<file path="config.mk">
export PLATFORM = sky130hd
export DESIGN_NAME = filter_sched_flat
export DESIGN_NICKNAME = d
export VERILOG_FILES = /design/src/rtl/filter_sched_if.sv /design/src/rtl/filter_sched.sv /design/src/flat_wrapper.sv
export SDC_FILE = /design/constraint.sdc
export NUM_CORES = 1
export LEC_CHECK = 0
export ABC_AREA = 0
export CORE_MARGIN = 3
export CORE_UTILIZATION = 44
export DETAILED_ROUTE_END_ITERATION = 16
export GPL_TIMING_DRIVEN = 0
export PLACE_DENSITY = 0.86
export SKIP_CTS_REPAIR_TIMING = 1
export SLEW_MARGIN = 20
export SYNTH_ARGS = -nofsm -noshare
export SYNTH_HDL_FRONTEND = slang
export SYNTH_SLANG_ARGS = --single-unit
</file>
<file path="constraint.sdc">
create_clock -name i_clk -period 3.3 [get_ports i_clk]
set_input_delay 0.825 -clock i_clk [delete_from_list [all_inputs] [get_ports i_clk]]
set_output_delay 0.825 -clock i_clk [all_outputs]
set_load 0.005 [all_outputs]
</file>
<file path="src/rtl/filter_sched_if.sv">
// Bundle of the requester-side and filter-side signals of the filter scheduler.
// The slave modport is the scheduler; the master modport is its environment.
interface filter_sched_if #(
  parameter int NCH = 4,
  parameter int W   = 32
);
  logic [NCH-1:0]   req;
  logic [NCH*W-1:0] req_x;
  logic [NCH-1:0]   gnt;
  logic [NCH-1:0]   resp_valid;
  logic [NCH-1:0]   resp_err;
  logic [W-1:0]     resp_y;
  logic [15:0]      done_cnt;
  logic [W-1:0]     f_x;
  logic             f_start;
  logic             f_ready;
  logic             f_valid;
  logic [W-1:0]     f_y;

  modport slave (
    input  req, req_x, f_ready, f_valid, f_y,
    output gnt, resp_valid, resp_err, resp_y, done_cnt, f_x, f_start
  );

  modport master (
    output req, req_x, f_ready, f_valid, f_y,
    input  gnt, resp_valid, resp_err, resp_y, done_cnt, f_x, f_start
  );
endinterface

</file>
<file path="src/rtl/filter_sched.sv">
// Round-robin scheduler sharing one filter datapath among NCH requesters,
// with a per-job timeout and one-hot result/error pulses back to the requester.
module filter_sched #(
  parameter int NCH     = 4,
  parameter int W       = 32,
  parameter int TIMEOUT = 64
) (
  input  logic          i_clk,
  input  logic          i_rst,
  filter_sched_if.slave bus
);
  localparam int CW = (NCH > 1) ? $clog2(NCH) : 1;
  localparam int TW = (TIMEOUT > 1) ? $clog2(TIMEOUT) : 1;

  typedef enum logic [1:0] {
    ST_IDLE  = 2'd0,
    ST_ISSUE = 2'd1,
    ST_WAIT  = 2'd2,
    ST_RESP  = 2'd3
  } state_t;

  state_t         r_state;
  logic [CW-1:0]  r_ptr;
  logic [NCH-1:0] r_ch_oh;
  logic [TW-1:0]  r_timer;
  logic [NCH-1:0] r_gnt;
  logic [NCH-1:0] r_resp_valid;
  logic [NCH-1:0] r_resp_err;
  logic [W-1:0]   r_resp_y;
  logic [15:0]    r_done_cnt;
  logic [W-1:0]   r_f_x;
  logic           r_f_start;

  logic [W-1:0]   w_x [NCH];
  logic           w_pick_vld;
  logic [CW-1:0]  w_pick_ch;
  logic [CW-1:0]  w_idx;
  int             w_sum;
  logic [NCH-1:0] w_pick_oh;
  logic [CW-1:0]  w_ptr_nxt;

  for (genvar c = 0; c < NCH; c++) begin : g_unpack
    assign w_x[c] = bus.req_x[c*W +: W];
  end

  // First requester at or after r_ptr, wrapping modulo NCH.
  always_comb begin
    w_pick_vld = 1'b0;
    w_pick_ch  = '0;
    w_idx      = '0;
    w_sum      = 0;
    for (int i = 0; i < NCH; i++) begin
      w_sum = int'(r_ptr) + i;
      if (w_sum >= NCH) begin
        w_idx = CW'(w_sum - NCH);
      end else begin
        w_idx = CW'(w_sum);
      end
      if (!w_pick_vld && bus.req[w_idx]) begin
        w_pick_vld = 1'b1;
        w_pick_ch  = w_idx;
      end else begin
        w_pick_vld = w_pick_vld;
      end
    end
  end

  assign w_pick_oh = {{(NCH-1){1'b0}}, 1'b1} << w_pick_ch;

  always_comb begin
    if (w_pick_ch == CW'(NCH - 1)) begin
      w_ptr_nxt = '0;
    end else begin
      w_ptr_nxt = w_pick_ch + CW'(1);
    end
  end

  // Job sequencer; every output is a flop set on the transition into its state.
  always_ff @(posedge i_clk or negedge i_rst) begin
    if (!i_rst) begin
      r_state      <= ST_IDLE;
      r_ptr        <= '0;
      r_ch_oh      <= '0;
      r_timer      <= '0;
      r_gnt        <= '0;
      r_resp_valid <= '0;
      r_resp_err   <= '0;
      r_resp_y     <= '0;
      r_done_cnt   <= 16'd0;
      r_f_x        <= '0;
      r_f_start    <= 1'b0;
    end else begin
      case (r_state)
        ST_IDLE: begin
          r_resp_valid <= '0;
          r_resp_err   <= '0;
          if (bus.f_ready && w_pick_vld) begin
            r_ch_oh   <= w_pick_oh;
            r_f_x     <= w_x[w_pick_ch];
            r_ptr     <= w_ptr_nxt;
            r_gnt     <= w_pick_oh;
            r_f_start <= 1'b1;
            r_state   <= ST_ISSUE;
          end
        end
        ST_ISSUE: begin
          r_gnt     <= '0;
          r_f_start <= 1'b0;
          r_timer   <= '0;
          r_state   <= ST_WAIT;
        end
        ST_WAIT: begin
          // A result arriving on the expiry cycle still counts as success.
          if (bus.f_valid) begin
            r_resp_y     <= bus.f_y;
            r_resp_valid <= r_ch_oh;
            r_done_cnt   <= r_done_cnt + 16'd1;
            r_state      <= ST_RESP;
          end else if (r_timer == TW'(TIMEOUT - 1)) begin
            r_resp_err <= r_ch_oh;
            r_state    <= ST_RESP;
          end else begin
            r_timer <= r_timer + TW'(1);
          end
        end
        ST_RESP: begin
          r_resp_valid <= '0;
          r_resp_err   <= '0;
          r_state      <= ST_IDLE;
        end
        default: begin
          r_gnt        <= '0;
          r_f_start    <= 1'b0;
          r_resp_valid <= '0;
          r_resp_err   <= '0;
          r_state      <= ST_IDLE;
        end
      endcase
    end
  end

  assign bus.gnt        = r_gnt;
  assign bus.resp_valid = r_resp_valid;
  assign bus.resp_err   = r_resp_err;
  assign bus.resp_y     = r_resp_y;
  assign bus.done_cnt   = r_done_cnt;
  assign bus.f_x        = r_f_x;
  assign bus.f_start    = r_f_start;
endmodule
</file>
<file path="src/flat_wrapper.sv">
// flat-port wrapper written by rule: the top's interface ports become plain ports
module filter_sched_flat 
#(
  parameter int NCH     = 4,
  parameter int W       = 32,
  parameter int TIMEOUT = 64
)
  (i_clk, i_rst, bus_req, bus_req_x, bus_f_ready, bus_f_valid, bus_f_y, bus_gnt, bus_resp_valid, bus_resp_err, bus_resp_y, bus_done_cnt, bus_f_x, bus_f_start);
  filter_sched_if #(.NCH(NCH), .W(W)) bus_i ();
  input  logic i_clk;
  input  logic i_rst;
  input wire logic [$bits(bus_i.req)-1:0] bus_req;
  input wire logic [$bits(bus_i.req_x)-1:0] bus_req_x;
  input wire logic [$bits(bus_i.f_ready)-1:0] bus_f_ready;
  input wire logic [$bits(bus_i.f_valid)-1:0] bus_f_valid;
  input wire logic [$bits(bus_i.f_y)-1:0] bus_f_y;
  output wire logic [$bits(bus_i.gnt)-1:0] bus_gnt;
  output wire logic [$bits(bus_i.resp_valid)-1:0] bus_resp_valid;
  output wire logic [$bits(bus_i.resp_err)-1:0] bus_resp_err;
  output wire logic [$bits(bus_i.resp_y)-1:0] bus_resp_y;
  output wire logic [$bits(bus_i.done_cnt)-1:0] bus_done_cnt;
  output wire logic [$bits(bus_i.f_x)-1:0] bus_f_x;
  output wire logic [$bits(bus_i.f_start)-1:0] bus_f_start;
  assign bus_i.req = bus_req;
  assign bus_i.req_x = bus_req_x;
  assign bus_i.f_ready = bus_f_ready;
  assign bus_i.f_valid = bus_f_valid;
  assign bus_i.f_y = bus_f_y;
  assign bus_gnt = bus_i.gnt;
  assign bus_resp_valid = bus_i.resp_valid;
  assign bus_resp_err = bus_i.resp_err;
  assign bus_resp_y = bus_i.resp_y;
  assign bus_done_cnt = bus_i.done_cnt;
  assign bus_f_x = bus_i.f_x;
  assign bus_f_start = bus_i.f_start;
  filter_sched #(.NCH(NCH), .W(W), .TIMEOUT(TIMEOUT)) u_core (.i_clk(i_clk), .i_rst(i_rst), .bus(bus_i));
endmodule
</file>
Word level (Yosys, flattened, before mapping)
Cells that the tools add are included.
Storage, ports and cells
  bits in registers: 107
  bits in latches: 0
  RAM bits: 0
  bits in read-only memories: 0
  input bits: 168
  output and inout bits: 93
  word-level logic and storage cells: 102
  memories: 0
Cells by class
  $add $sub $neg: 10
  multipliers: 0
  divide/modulo/power cells: 0
  magnitude comparators: 9
  eq/ne operators: 11
  shifts and indexed selects: 1
  muxes and demuxes: 40
  bitwise logic cells: 1
  reductions and logical operators: 19
Operators with widths (number)
  32-bit binary-select mux with 2-bit select: 1
  32-bit 2-to-1 mux: 2
  2-bit 2-to-1 mux: 12
  4-bit one-hot mux with 2 select lines: 3
  16-bit by 1-bit adder with 16-bit output (second input constant): 1
  4-bit 2-to-1 mux: 4
  3-bit greater-or-equal comparator (second input constant): 4
  2-bit by 3-bit < comparator with 1-bit output (second input constant): 4
  6-bit 2-to-1 mux: 2
  6-bit one-hot mux with 2 select lines: 1
  2-bit AND reduction: 5
  1-bit 2-to-1 mux: 9
  1-bit binary-select mux with 2-bit select: 4
  2-bit one-hot mux with 4 select lines: 1
  2-bit by 1-bit subtractor with 2-bit output (second input constant): 4
  2-bit by 2-bit adder with 3-bit output (second input constant): 2
  6-bit by 1-bit adder with 6-bit output (second input constant): 1
  2-bit == test (second input constant): 3
  6-bit == test (second input constant): 1
  2-bit inequality test (second input constant): 3
  3-bit AND reduction: 2
  2-bit nonzero test: 3
  1-bit logical AND: 4
  2-bit by 1-bit inequality test with 1-bit output (second input constant): 2
  other kinds (11): 13

Depth between registers and ports, before layout
  word-level depth: 18
  depth in mapped cells: 10
  depth with buffers taken out: 8

Least setup slack after synthesis
Ideal clock, no wire load.
  path type: input-to-reg
  from: input bus_req[2]
  to: register u_core.r_gnt[2], in the netlist u_core.bus.gnt[2]
  library setup time: 0.121 ns
  data arrival time: 2.345 ns
  data required time: 3.179 ns
  slack: 0.834 ns
  stages: 9
  path buffers: 1
  cell sequence: nor2b_1 o21a_1 nor3_4 inv_2 buf_4 ha_1 nand2b_1 o21ai_0 a22o_1
On the way
  cells in the longest elaborated chain, start to end: 15
  elaborated cells on any way between the ends: 28
  those cells by class: eq/ne (1); shift (1); mux (18); reduce/logical (8)
Ends and longest elaborated chain
  start: declaration: line flat_wrapper.sv:12  | input wire logic [$bits(bus_i.req)-1:0] bus_req;
  1-bit binary-select mux with 2-bit select: line filter_sched.sv:59  | if (!w_pick_vld && bus.req[w_idx]) begin
  1-bit 2-to-1 mux (not written as such): line filter_sched.sv:59
  1-bit 2-to-1 mux: line filter_sched.sv:59
  1-bit zero test: line filter_sched.sv:59
  1-bit logical AND: line filter_sched.sv:59
  1-bit 2-to-1 mux: line filter_sched.sv:59
  1-bit zero test: line filter_sched.sv:59
  1-bit logical AND: line filter_sched.sv:59
  1-bit 2-to-1 mux: line filter_sched.sv:59
  1-bit zero test: line filter_sched.sv:59
  1-bit logical AND: line filter_sched.sv:59
  2-bit 2-to-1 mux *: line filter_sched.sv:59
  1-bit by 2-bit left shift with 4-bit output *: line filter_sched.sv:68  | assign w_pick_oh = {{(NCH-1){1'b0}}, 1'b1} << w_pick_ch;
  net u_core.w_pick_oh[2]: line filter_sched.sv:39  | logic [NCH-1:0] w_pick_oh;
  4-bit 2-to-1 mux *: line filter_sched.sv:97  | if (bus.f_ready && w_pick_vld) begin
  4-bit one-hot mux with 2 select lines *: line filter_sched.sv:93  | case (r_state)
  end signal: assignment: line filter_sched.sv:101  | r_gnt <= w_pick_oh;
  end: declaration: line filter_sched.sv:26  | logic [NCH-1:0] r_gnt;
The timed path passes the listed nets; every way through them passes the cells marked *. The select of a mux whose other input is x is not followed.
A chain may end at the register's enable or synchronous reset.

Final worst setup path
  from: input bus_req[3]
  to: register u_core.r_gnt[2], in the netlist u_core.bus.gnt[2]
The elaborated chain is that of the path after synthesis.

==> qor.csv <==
metric,value,unit
grt_max_degree,56,
endpoint_kind,flip-flop,
grt_overflow,0,
io_pins,261,
num_rows,39,
synth.largest_area_cell,dfrtp_1,
diodes,0,
die_w,117,microns
die_h,117,microns
path_class,in -> reg,
cp_max_fo,10,
crit_arrival,3.19,ns
worstMarginPinSlew,0.803,ns
maxCapViolCount,0,
cts_tree,built,
ctsRootBufferMaster,clkbuf_16,
ys_seq_elements,107,
grt_pass1_wl,26900,microns
routed_wl,16900,microns
routed_via_density,5.49,
place.gp.congestion,0.878,
yosysSeqAreaShare,49.5,%
critical_path_required,3.53,ns
cp_top_family,buffers and inverters,
wl_met2,8660,microns
htreeDepth,3,
crit_buf_inv,3,
cp_cell_sequence,clkdlybuf4s50_1 > nor2b_1 > o21a_1 > nor3_4 > inv_2 > buf_4 > ha_1 > nand2b_1 > o21ai_0 > a22o_1,
route.met3.wl,1400,microns
post_synth.cell_area_avg,9.97,sq um
ys_types,46,
area.growth.synth_to_final,58.4,%
fp.coreArea,11700,sq um
yosys-top-cells-area,"dfrtp_1 (49%), nand2_1 (9.9%), mux2i_1 (7.0%)",
clkLatencyLatePin,0.34,ns
slew_viol_final,0,
hp-class,in -> async,
fin_crit,2.96,ns
place_hpwl,13300,microns
antenna_found_initial,0,
p_leak,3.82,nW
slew_headroom,45.8,%
final_hold_viol_count,0,
final_nets,991,
via_count,5288,
synth_top_area_share,49.5,%
clock-sinks,107,
path_clk_slew,0.07,ns
timing.rr.end,u_core.r_timer[3]$_DFFE_PN0P_,
regArea,2680,sq um
synth_fp_nets,719,
grt_usage,24.7,%
ant_nets,0,
ir_drop,0.000367,V
ff2ff_setup_slack,0.95,ns
drive_gt1_share,6.10,%
clk_path_buf_depth,2,
cts_buffers,9,
maxClockFrequency,337,MHz
port_buffers,260,
clock_skew,0.00749,ns
first_pass_iters,5,
nFillCells,832,
wl_per_cell,17.6,microns
synthFlopType,dfrtp_1,
first_global_vias,5500,
timing.final.crit_share,89.8,%
fin_area,8570,sq um
slowest_delay,0.62,ns
power,6.41,mW
place_area,8220,sq um
rsz0062_at_grt,no,
top_layer,met4,
drtIter0Drc,388,
drc,0,
met1Wirelength,6520,microns
start_util,46.2,%
rr_startpoint,u_core.r_state[0]$_DFFE_PN0P_,
synth-edff-count,0,
startpoint_type,input pin,
synth-async-reset-ratio,100,%
ff2ff_path_depth,7,
cp_slowest_cell,clkdlybuf4s50_1,
p_per_area,747,nW/um^2
setup_violations,0,
netlist_area,5410,sq um
netlist_instances,543,
yosys_warnings,0,
multi_input_area,2540,sq um
dieArea,13700,sq um
status,finished clean,
-- per-stage QoR --
| step | instances | setup slack, ns | setup TNS [ns] | utilization (%) | hold slack [ns] |
|---|---|---|---|---|---|
| floorplan | 543 | 0.834 | 0 | - | 0.468 |
| global placement | 946 | -2.51 | -268.26 | 70.0 | 0.457 |
| detailed placement | 947 | 0.0103 | 0 | 70.2 | 0.461 |
| CTS | 963 | 0.342 | 0 | 73.2 | 0.454 |
| global route | 963 | 0.205 | 0 | 73.2 | 0.468 |
| finish | 963 | 0.337 | 0 | 73.2 | 0.443 |
-- flip-flops by register name (all words and copies together), names as in the netlist, 4 cells and up --
signal,cells
u_core.r_ch_oh,4
u_core.bus.done_cnt,16
u_core.bus.gnt,4
u_core.r_timer,6
u_core.bus.f_x,32
u_core.bus.resp_err,4
u_core.bus.resp_valid,4
u_core.bus.resp_y,32
-- synth_stat cells, types with 2 or more instances --
cell type	instances
a21o_1	3
dfrtp_1	107
nand2b_1	3
mux2_4	7
mux2i_1	38
nor2_1	13
nand2_1	143
ha_1	8
nand4_1	2
buf_4	5
nor2b_1	5
a22o_1	10
and3_1	3
xnor2_1	13
a221o_1	13
or3_1	3
inv_1	7
buf_2	4
buf_1	8
a21oi_1	5
a22oi_1	4
xor2_1	5
o21ai_0	30
o41ai_1	2
o221ai_1	19
nand3_1	24
nor3_1	3
mux2_2	8
a211oi_1	15
and2_1	2
clkbuf_1	16
-- layout by cell type, fill, tap and decap left out, types with 3 or more instances in the layout --
cell	count
a211oi_1	15
a21o_1	3
a21oi_1	5
a221o_1	13
a22o_1	10
a22oi_1	4
and3_1	3
buf_1	8
buf_2	4
buf_4	5
bufinv_16	3
clkbuf_1	16
clkbuf_16	9
clkdlybuf4s50_1	259
dfrtp_1	107
ha_1	8
inv_1	7
mux2_2	8
mux2_4	7
mux2i_1	38
nand2_1	143
nand2b_1	3
nand3_1	24
nor2_1	13
nor2b_1	5
nor3_1	3
o21ai_0	30
o221ai_1	19
or3_1	3
xnor2_1	13
xor2_1	5
-- cell families (layout without fill, tap and decap cells) --
family                     after synthesis  count (layout)  synth area share [%]
AOI/OAI and AO/OA                      107             107                  14.8
xor gates and xnor gates                18              18                  2.91
adders and majority gates                8               8                  1.85
buffers and inverters                   42             319                  3.49
DFF                                    107             107                  49.5
muxes                                   54              54                  10.8
and+or+nand+nor                        207             207                  16.6
-- where the power goes --
| part | internal (mW) | switching (mW) |
|---|---|---|
| Sequential | 1.82 | 0.352 |
| Clock | 0.764 | 0.482 |
| Combinational | 1.62 | 1.37 |
| Total | 4.21 | 2.20 |
-- worst max path at each step --
stage,slack [ns],endpoint,depth (start not counted),startpoint
2_1_floorplan,0.83,u_core.bus.gnt[2]$_DFFE_PN0P_,9,bus_req[2]
3_3_place_gp,-2.51,u_core.bus.f_x[5]$_DFFE_PN0P_,1,i_rst
3_5_place_dp,0.01,u_core.bus.gnt[2]$_DFFE_PN0P_,10,bus_req[2]
4_1_cts,0.34,u_core.bus.gnt[2]$_DFFE_PN0P_,10,bus_req[2]
5_1_grt,0.20,u_core.bus.gnt[2]$_DFFE_PN0P_,10,bus_req[3]
6_report,0.34,u_core.bus.gnt[2]$_DFFE_PN0P_,10,bus_req[3]
-- area by class of cell --
cell class / count / area share (%)
inverter: 8 / 0.350
buffer: 34 / 1.85
tap: 143 / 2.09
multi-input combinational: 394 / 29.7
clock buffer: 10 / 2.79
timing repair buffer: 261 / 30.7
clock inverter: 6 / 1.30
sequential: 107 / 31.2
-- per-layer routing --
| metal | vias to the layer above | GRT usage (%) |
|---|---|---|
| met3 | 31 | 5.45 |
| li1 | 2465 | - |
| met5 | - | 0 |
| met1 | 2526 | 29.9 |
| met2 | 266 | 44.0 |
| met4 | 0 | 8.03 |
Power figures use the tool's default switching activity.
